===== src/rtl/rvfpm_xif_result_queue.sv =====
// In-order result buffer between the FPU pipeline and the XIF result channel.
// Define RVFPM_XIF_RESULT_BYPASS_EN to present results to the result channel in the push cycle.
module rvfpm_xif_result_queue #(
  parameter int unsigned XLEN        = 32,
  parameter int unsigned X_ID_WIDTH  = 4,
  parameter int unsigned X_RFW_WIDTH = 32,
  parameter int unsigned DEPTH       = 4
) (
  input  logic                          clk,
  input  logic                          rst,
  input  logic                          push_valid,
  output logic                          push_ready,
  input  logic [X_ID_WIDTH-1:0]         push_id,
  input  logic [X_RFW_WIDTH-1:0]        push_data,
  input  logic [4:0]                    push_rd,
  input  logic [X_RFW_WIDTH/XLEN-1:0]   push_we,
  input  logic                          push_exc,
  input  logic [5:0]                    push_exccode,
  input  logic                          commit_valid,
  input  logic [X_ID_WIDTH-1:0]         commit_id,
  input  logic                          commit_kill,
  output logic                          result_valid,
  input  logic                          result_ready,
  output logic [X_ID_WIDTH-1:0]         result_id,
  output logic [X_RFW_WIDTH-1:0]        result_data,
  output logic [4:0]                    result_rd,
  output logic [X_RFW_WIDTH/XLEN-1:0]   result_we,
  output logic                          result_exc,
  output logic [5:0]                    result_exccode,
  output logic [5:0]                    result_ecsdata,
  output logic [2:0]                    result_ecswe,
  output logic                          result_err,
  output logic                          result_dbg,
  output logic [$clog2(DEPTH):0]        cnt
);

  localparam int unsigned PTR_W = $clog2(DEPTH);
  localparam int unsigned CNT_W = PTR_W + 1;
  localparam int unsigned WE_W  = X_RFW_WIDTH / XLEN;
  localparam int unsigned N_ID  = 2 ** X_ID_WIDTH;

  typedef struct packed {
    logic [X_ID_WIDTH-1:0]  id;
    logic [X_RFW_WIDTH-1:0] data;
    logic [4:0]             rd;
    logic [WE_W-1:0]        we;
    logic                   exc;
    logic [5:0]             exccode;
  } entry_t;

  entry_t             mem [DEPTH];
  entry_t             push_e, head, res, out_e;
  logic [PTR_W-1:0]   wr_ptr, rd_ptr;
  logic [CNT_W-1:0]   cnt_d;
  logic [N_ID-1:0]    ok_q, kill_q, ok_d, kill_d;
  logic               occupied, drop, present, bypass, bypass_fire, push_fire, pop;

  assign push_e = '{id: push_id, data: push_data, rd: push_rd, we: push_we,
                    exc: push_exc, exccode: push_exccode};
  assign head   = mem[rd_ptr];
  assign push_ready = (cnt < CNT_W'(DEPTH));

  // Head evaluation against the registered commit table; kill takes priority over ok.
  always_comb begin
    occupied = (cnt != '0);
    drop     = occupied && kill_q[head.id];
    present  = occupied && !kill_q[head.id] && ok_q[head.id];
    bypass   = 1'b0;
    res      = head;
`ifdef RVFPM_XIF_RESULT_BYPASS_EN
    if (!occupied && push_valid && ok_q[push_id]) begin
      bypass = 1'b1;
      res    = push_e;
    end
`endif
    result_valid = present || bypass;
    pop          = drop || (present && result_ready);
    bypass_fire  = bypass && result_ready;
    push_fire    = push_valid && push_ready && !bypass_fire;
  end

  assign out_e          = result_valid ? res : '0;
  assign result_id      = out_e.id;
  assign result_data    = out_e.data;
  assign result_rd      = out_e.rd;
  assign result_we      = out_e.we;
  assign result_exc     = out_e.exc;
  assign result_exccode = out_e.exccode;
  assign result_ecsdata = '0;
  assign result_ecswe   = '0;
  assign result_err     = 1'b0;
  assign result_dbg     = 1'b0;

  // Retiring an ID clears its bits; a same-cycle commit to that ID is applied last so it wins.
  always_comb begin
    ok_d   = ok_q;
    kill_d = kill_q;
    if (pop) begin
      ok_d[head.id]   = 1'b0;
      kill_d[head.id] = 1'b0;
    end
    if (bypass_fire) begin
      ok_d[push_id]   = 1'b0;
      kill_d[push_id] = 1'b0;
    end
    if (commit_valid) begin
      if (commit_kill) kill_d[commit_id] = 1'b1;
      else             ok_d[commit_id]   = 1'b1;
    end
  end

  always_comb begin
    cnt_d = cnt;
    if (push_fire && !pop)      cnt_d = cnt + CNT_W'(1);
    else if (!push_fire && pop) cnt_d = cnt - CNT_W'(1);
  end

  always_ff @(posedge clk) begin
    if (rst) begin
      cnt    <= '0;
      wr_ptr <= '0;
      rd_ptr <= '0;
      ok_q   <= '0;
      kill_q <= '0;
    end else begin
      cnt    <= cnt_d;
      ok_q   <= ok_d;
      kill_q <= kill_d;
      if (push_fire) wr_ptr <= wr_ptr + PTR_W'(1);
      if (pop)       rd_ptr <= rd_ptr + PTR_W'(1);
    end
  end

  always_ff @(posedge clk) begin
    if (push_fire) mem[wr_ptr] <= push_e;
  end

`ifndef SYNTHESIS
  // Pushing into a full queue loses the entry.
  always @(posedge clk) begin
    if (!rst) assert (!(push_valid && !push_ready));
  end
`endif

endmodule


===== config.mk =====
export PLATFORM = sky130hd
export DESIGN_NAME = rvfpm_xif_result_queue
export DESIGN_NICKNAME = d
export VERILOG_FILES = /design/src/rtl/rvfpm_xif_result_queue.sv
export SDC_FILE = /design/constraint.sdc
export NUM_CORES = 1
export LEC_CHECK = 0
export ABC_AREA = 1
export CORE_ASPECT_RATIO = 0.9
export CORE_MARGIN = 2
export CORE_UTILIZATION = 35
export DETAILED_ROUTE_END_ITERATION = 8
export GPL_ROUTABILITY_DRIVEN = 0
export HOLD_SLACK_MARGIN = 0.1
export PLACE_DENSITY = 0.58
export SLEW_MARGIN = 10
export SYNTH_ARGS = -nofsm -noshare
export SYNTH_HDL_FRONTEND = slang
export SYNTH_SLANG_ARGS = --single-unit

===== constraint.sdc =====
create_clock -name clk -period 4.3 [get_ports clk]
set_input_delay 0.86 -clock clk [delete_from_list [all_inputs] [get_ports clk]]
set_output_delay 0.86 -clock clk [all_outputs]
set_load 0.01 [all_outputs]

**Word level (Yosys, flattened, before mapping)**

Memories as Yosys holds them, arrays and structs flattened. A register that Yosys moved wholly into a read port is not among the register bits.
Cells that the tools add are included.

- Input bits: 59
- Memories kept: 1
- Flip-flop bits (word level): 39
- Memory bits (writable): 196
- Logic and storage cells: 56
- Output and inout bits: 65

Memories:

| name | depth | bits a word | rd ports | clocked after Yosys merged registers in | wr ports | line | source |
|---|---|---|---|---|---|---|---|
| mem | 4 | 49 | 1 | 1 | 1 | 51 | `entry_t mem [DEPTH];` |

- $lt $le $gt $ge: 5
- Add/subtract/negate cells: 4
- Reductions and logical operators: 15
- Multiplexer cells: 21
- Bitwise operators: 5

Operators with widths:

| operator | count |
|---|---|
| 16-bit 2-to-1 mux | 6 |
| 49-bit 2-to-1 mux | 1 |
| 16-bit AND | 2 |
| 16-bit bitwise OR | 2 |
| 16-bit NOT | 1 |
| 4-bit by 5-bit < comparator with 1-bit output (second input constant) | 2 |
| 1-bit logical AND | 9 |
| 1-bit binary-select mux with 4-bit select | 2 |
| 1-bit demux with 4-bit select | 2 |
| 4-bit by 1-bit >= comparator with 1-bit output (second input constant) | 2 |
| 1-bit 2-to-1 mux | 6 |
| 3-bit 2-to-1 mux | 2 |
| 2-bit by 1-bit adder with 2-bit output (second input constant) | 2 |
| 2-bit 2-to-1 mux | 2 |
| 3-bit by 1-bit adder with 3-bit output (second input constant) | 1 |
| 1-bit zero test | 3 |
| 3-bit < comparator (second input constant) | 1 |
| 3-bit nonzero test | 1 |
| 3-bit by 1-bit subtractor with 3-bit output (second input constant) | 1 |
| 2-bit nonzero test | 1 |
| 1-bit logical OR | 1 |

**Longest topological paths before layout**

- Word-level depth: 11
- Mapped depth: 24

**Worst setup path after synthesis**

No wires, ideal clock.

- Path kind: input-to-reg
- Start point: input port push_valid
- End point: memory mem[0][0] (netlist bit) (enable)
- Path buffers: 0
- Library setup time: 0.456 ns
- Stages: 2
- Required time: 3.844 ns
- Setup slack: 0.757 ns
- Arrival: 3.087 ns
- Cell sequence: nand2_1 nor2_1

- Cells in the longest elaborated chain, start to end: 3

RTL lines:

| what | line | source |
|---|---|---|
| start: declaration | 11 | `input logic push_valid,` |
| 1-bit logical AND | 79 | `push_fire = push_valid && push_ready && !bypass_fire;` |
| 1-bit 2-to-1 mux | 135 | `if (push_fire) mem[wr_ptr] <= push_e;` |
| 1-bit 2-to-1 mux (not written as such) | 135 |  |
| end: declaration | 51 |  |

No other way between the ends.

==> impl_metrics.yaml <==
outcome:
  status: "finished clean"
min_path:
  hold_class: "reg2reg"
logic_synthesis:
  yosys.area.top_type: "edfxtp_1"
  syn_area_per_cell_sq_um: 10.2
  yosysUniqueCellTypes: 28
  synth_edf_count: 196
  ys_top_cells_by_count: "nand2_1 (252), edfxtp_1 (196), nand3_1 (112)"
  async_reset_ff_share_pct: 0
  ys_warn_count: 0
  yosys-top-cells-area: "edfxtp_1 (57%), nand2_1 (9.2%), dfxtp_1 (7.9%), nand3_1 (5.4%), a21oi_1 (4.7%)"
  yosysSeqAreaShare_pct: 64.9
  synth_top_area_share_pct: 57.0
  synth-seq-cells: 237
  netlist_instances: 1013
  synth_most_common_cell: "nand2_1"
  synth_area_sq_um: 10300
  synth_flop_cell: "edfxtp_1"
timing:
  finClkSkew_ns: 0.0206
  slew_headroom_pct: 45.6
  max_freq_ghz: 0.247
  slew_violations: 0
  finalSetupViolations: 0
  finalHoldViolCount: 0
  layout_setup_ws_ns: 0.258
  hold-worst-slack_ns: 0.504
  period_needed_ns: 4.04
  rsz0062_at_grt: "no"
  period_share_pct: 94.0
  worst_pin_slew_ns: 0.816
placed_design:
  dp_hpwl_um: 15700
  dp_cells: 1483
  port_buffers: 112
  place_ws_ns: 0.213
pwr:
  cellPowerDensity_nw_per_um2: 622
  power_uw: 8000
  clock_power_share_pct: 26.6
  seqPwrFrac_pct: 35.4
  combPwrFrac_pct: 37.9
  p_sw_uw: 2940
  internal_power_uw: 5060
  p_leak_uw: 0.00543
  swShare_pct: 36.8
  ir_drop_mv: 0.405
floorplanning:
  start_util_pct: 35.6
  rows: 59
  fp.dieH_um: 167
  num_io_pins: 124
  die_x_um: 185
  die-area_sq_um: 30900
  core_area_sq_um: 29000
detailed_routing:
  firstDrtPassIters: 5
  drcViolationCount: 0
  wl_um: 25600
  drt-initial-drc-count: 573
  wire_per_inst_um: 16.7
  num_vias: 7517
  ant_nets: 0
  via_per_inst: 4.90
critical_path:
  crit_type: "reg2out"
  worstSetupEndpoint: "result_rd[0]"
  worst_ep_required_time_ns: 3.44
  crit_path_end_kind: "primary output"
  cp.arrival_ns: 3.18
  cp-start-kind: "flip-flop"
  worstPathMaxFanout: 44
  rrSetupSlack_ns: 1.05
  reg2regPathDepth: 18
  worst_r2r_endpoint: "cnt[1]$_SDFFE_PP0P_"
cts:
  path_clk_slew_ns: 0.06
  cts_inserted_buffers: 26
  clockRootBuffer: "clkbuf_16"
  cts_max_path_buffers: 3
  postCtsHoldBufs: 0
  cts_num_sinks: 237
  clock_latency_ns: 0.53
  htreeDepth: 1
  cts_tree: "built"
global_routing:
  grt.total_usage_pct: 16.6
  grt_max_degree: 77
  antenna_found_initial: 1
  grt_pass1_vias: 7196
  grt_pass1_wl_um: 40600
  grt_overflow: 0
layout:
  nNetsFinal: 1183
  areaGrowthSynthToFinish_pct: 24.6
  finalNonFillerCells: 1535
  drive_gt1_share_pct: 8.08
  fin_util_pct: 44.4
  fillers: 2723
flow_run:
  drv_cap: 0
placed cells by master, fill, tap and decap left out, types with 3 or more instances in the layout:
cell and count:
dfxtp_1 39, buf_12 5, o21ai_0 6, conb_1 11, clkinvlp_4 4, nand3_1 110
o21ai_1 4, buf_4 15, dlygate4sd2_1 21, clkbuf_16 26, nor2_1 69, inv_1 95
nor2_4 5, clkinv_1 7, clkdlybuf4s50_1 68, a221oi_2 5, edfxtp_1 196, nand3_2 3
nand2_2 5, a221oi_1 38, nand2_1 249, a21oi_1 98, dlymetal6s2s_1 23, clkbuf_1 3
ha_1 5, clkinv_2 3, nand2_4 3
logic make-up (layout without fill, tap and decap cells):
group                    after synthesis  after routing  share of synthesized area [%]
AO/OA/AOI/OAI                        154            154                           9.21
other                                  1             12                         0.0363
AND/OR/NAND/NOR                      446            447                           17.9
XOR/XNOR                               1              1                         0.0848
buffers and inverters                168            282                           7.05
adder cells (fa/ha/maj)                6              6                          0.800
flip-flops                           237            237                           64.9
through the flow:
stage	setup TNS, ns	cell area (sq um)
floorplan	0	10400
finish	0	12900
global placement	0	11900
detailed placement	0	11900
global route	0	12900
CTS	-0.00136	12800
timing repair:
action                     in CTS  in global routing
gates cloned                    0                  2
resized for setup              33                 31
setup buffers                   0                  1
pin swaps                       1                  1
setup endpoints to repair      45                 25
how the worst min path moves through the flow:
| stage | from | cells past startpoint | to | slack, ns |
|---|---|---|---|---|
| final | cnt[1]$_SDFFE_PP0P_ | 2 | cnt[1]$_SDFFE_PP0P_ | 0.50 |
| after global routing | cnt[1]$_SDFFE_PP0P_ | 2 | cnt[1]$_SDFFE_PP0P_ | 0.55 |
| after CTS | cnt[1]$_SDFFE_PP0P_ | 2 | cnt[1]$_SDFFE_PP0P_ | 0.51 |
| after global placement | cnt[1]$_SDFFE_PP0P_ | 2 | cnt[1]$_SDFFE_PP0P_ | 0.50 |
| after floorplan | wr_ptr[1]$_SDFFE_PP0P_ | 2 | wr_ptr[1]$_SDFFE_PP0P_ | 0.49 |
| after detailed placement | cnt[1]$_SDFFE_PP0P_ | 2 | cnt[1]$_SDFFE_PP0P_ | 0.50 |
layout make-up:
| cell class | instances | area (sq um) | area share (%) |
|---|---|---|---|
| sequential | 237 | 6710 | 52.2 |
| timing repair inverter | 1 | 7.51 | 0.0583 |
| clock buffer | 29 | 662 | 5.14 |
| timing repair buffer | 134 | 1380 | 10.8 |
| clock inverter | 19 | 160 | 1.24 |
| tap | 396 | 495 | 3.85 |
| inverter | 99 | 383 | 2.98 |
| multi-input combinational | 619 | 3060 | 23.8 |
| antenna | 1 | 2.50 | 0.0194 |
power groups by stage:
| stage | Combinational (uW) | Clock (uW) | Sequential (uW) |
|---|---|---|---|
| floorplan | 1730 | 0 | 2860 |
| global placement | 3080 | 0 | 2890 |
| detailed placement | 3080 | 0 | 2890 |
| CTS | 3060 | 2180 | 2850 |
| global route | 3330 | 2280 | 2860 |
| finish | 3040 | 2130 | 2830 |
sequential cells by signal (all words and copies together), names as in the netlist, named ones only:
name	count
cnt	3
kill_q	16
mem	196
ok_q	16
rd_ptr	2
wr_ptr	2
per-layer routing:
metal	up-vias	part of all wire, %	routed length, um	GRT usage, %
li1	3676	-	-	-
met1	3571	45	11500	23.4
met2	229	47	12000	26.2
met3	41	6.3	1610	3.11
met4	0	2.3	592	4.66
met5	-	0	0	0
critical path, stage by stage, from the launching register on:
cell and delay, ns:
dfxtp_2 0.39, inv_4 0.14, buf_6 0.18, nand3_1 0.10, nand2_2 0.15, clkinvlp_4 0.17
nand3_1 0.10, nand3_1 0.08, nand2_1 0.07, nand2_2 0.09, nor2_4 0.11, nand2_2 0.16
buf_12 0.24, a221oi_1 0.34, dlygate4sd2_1 0.33
No activity file was read; power rests on OpenSTA's default activity.
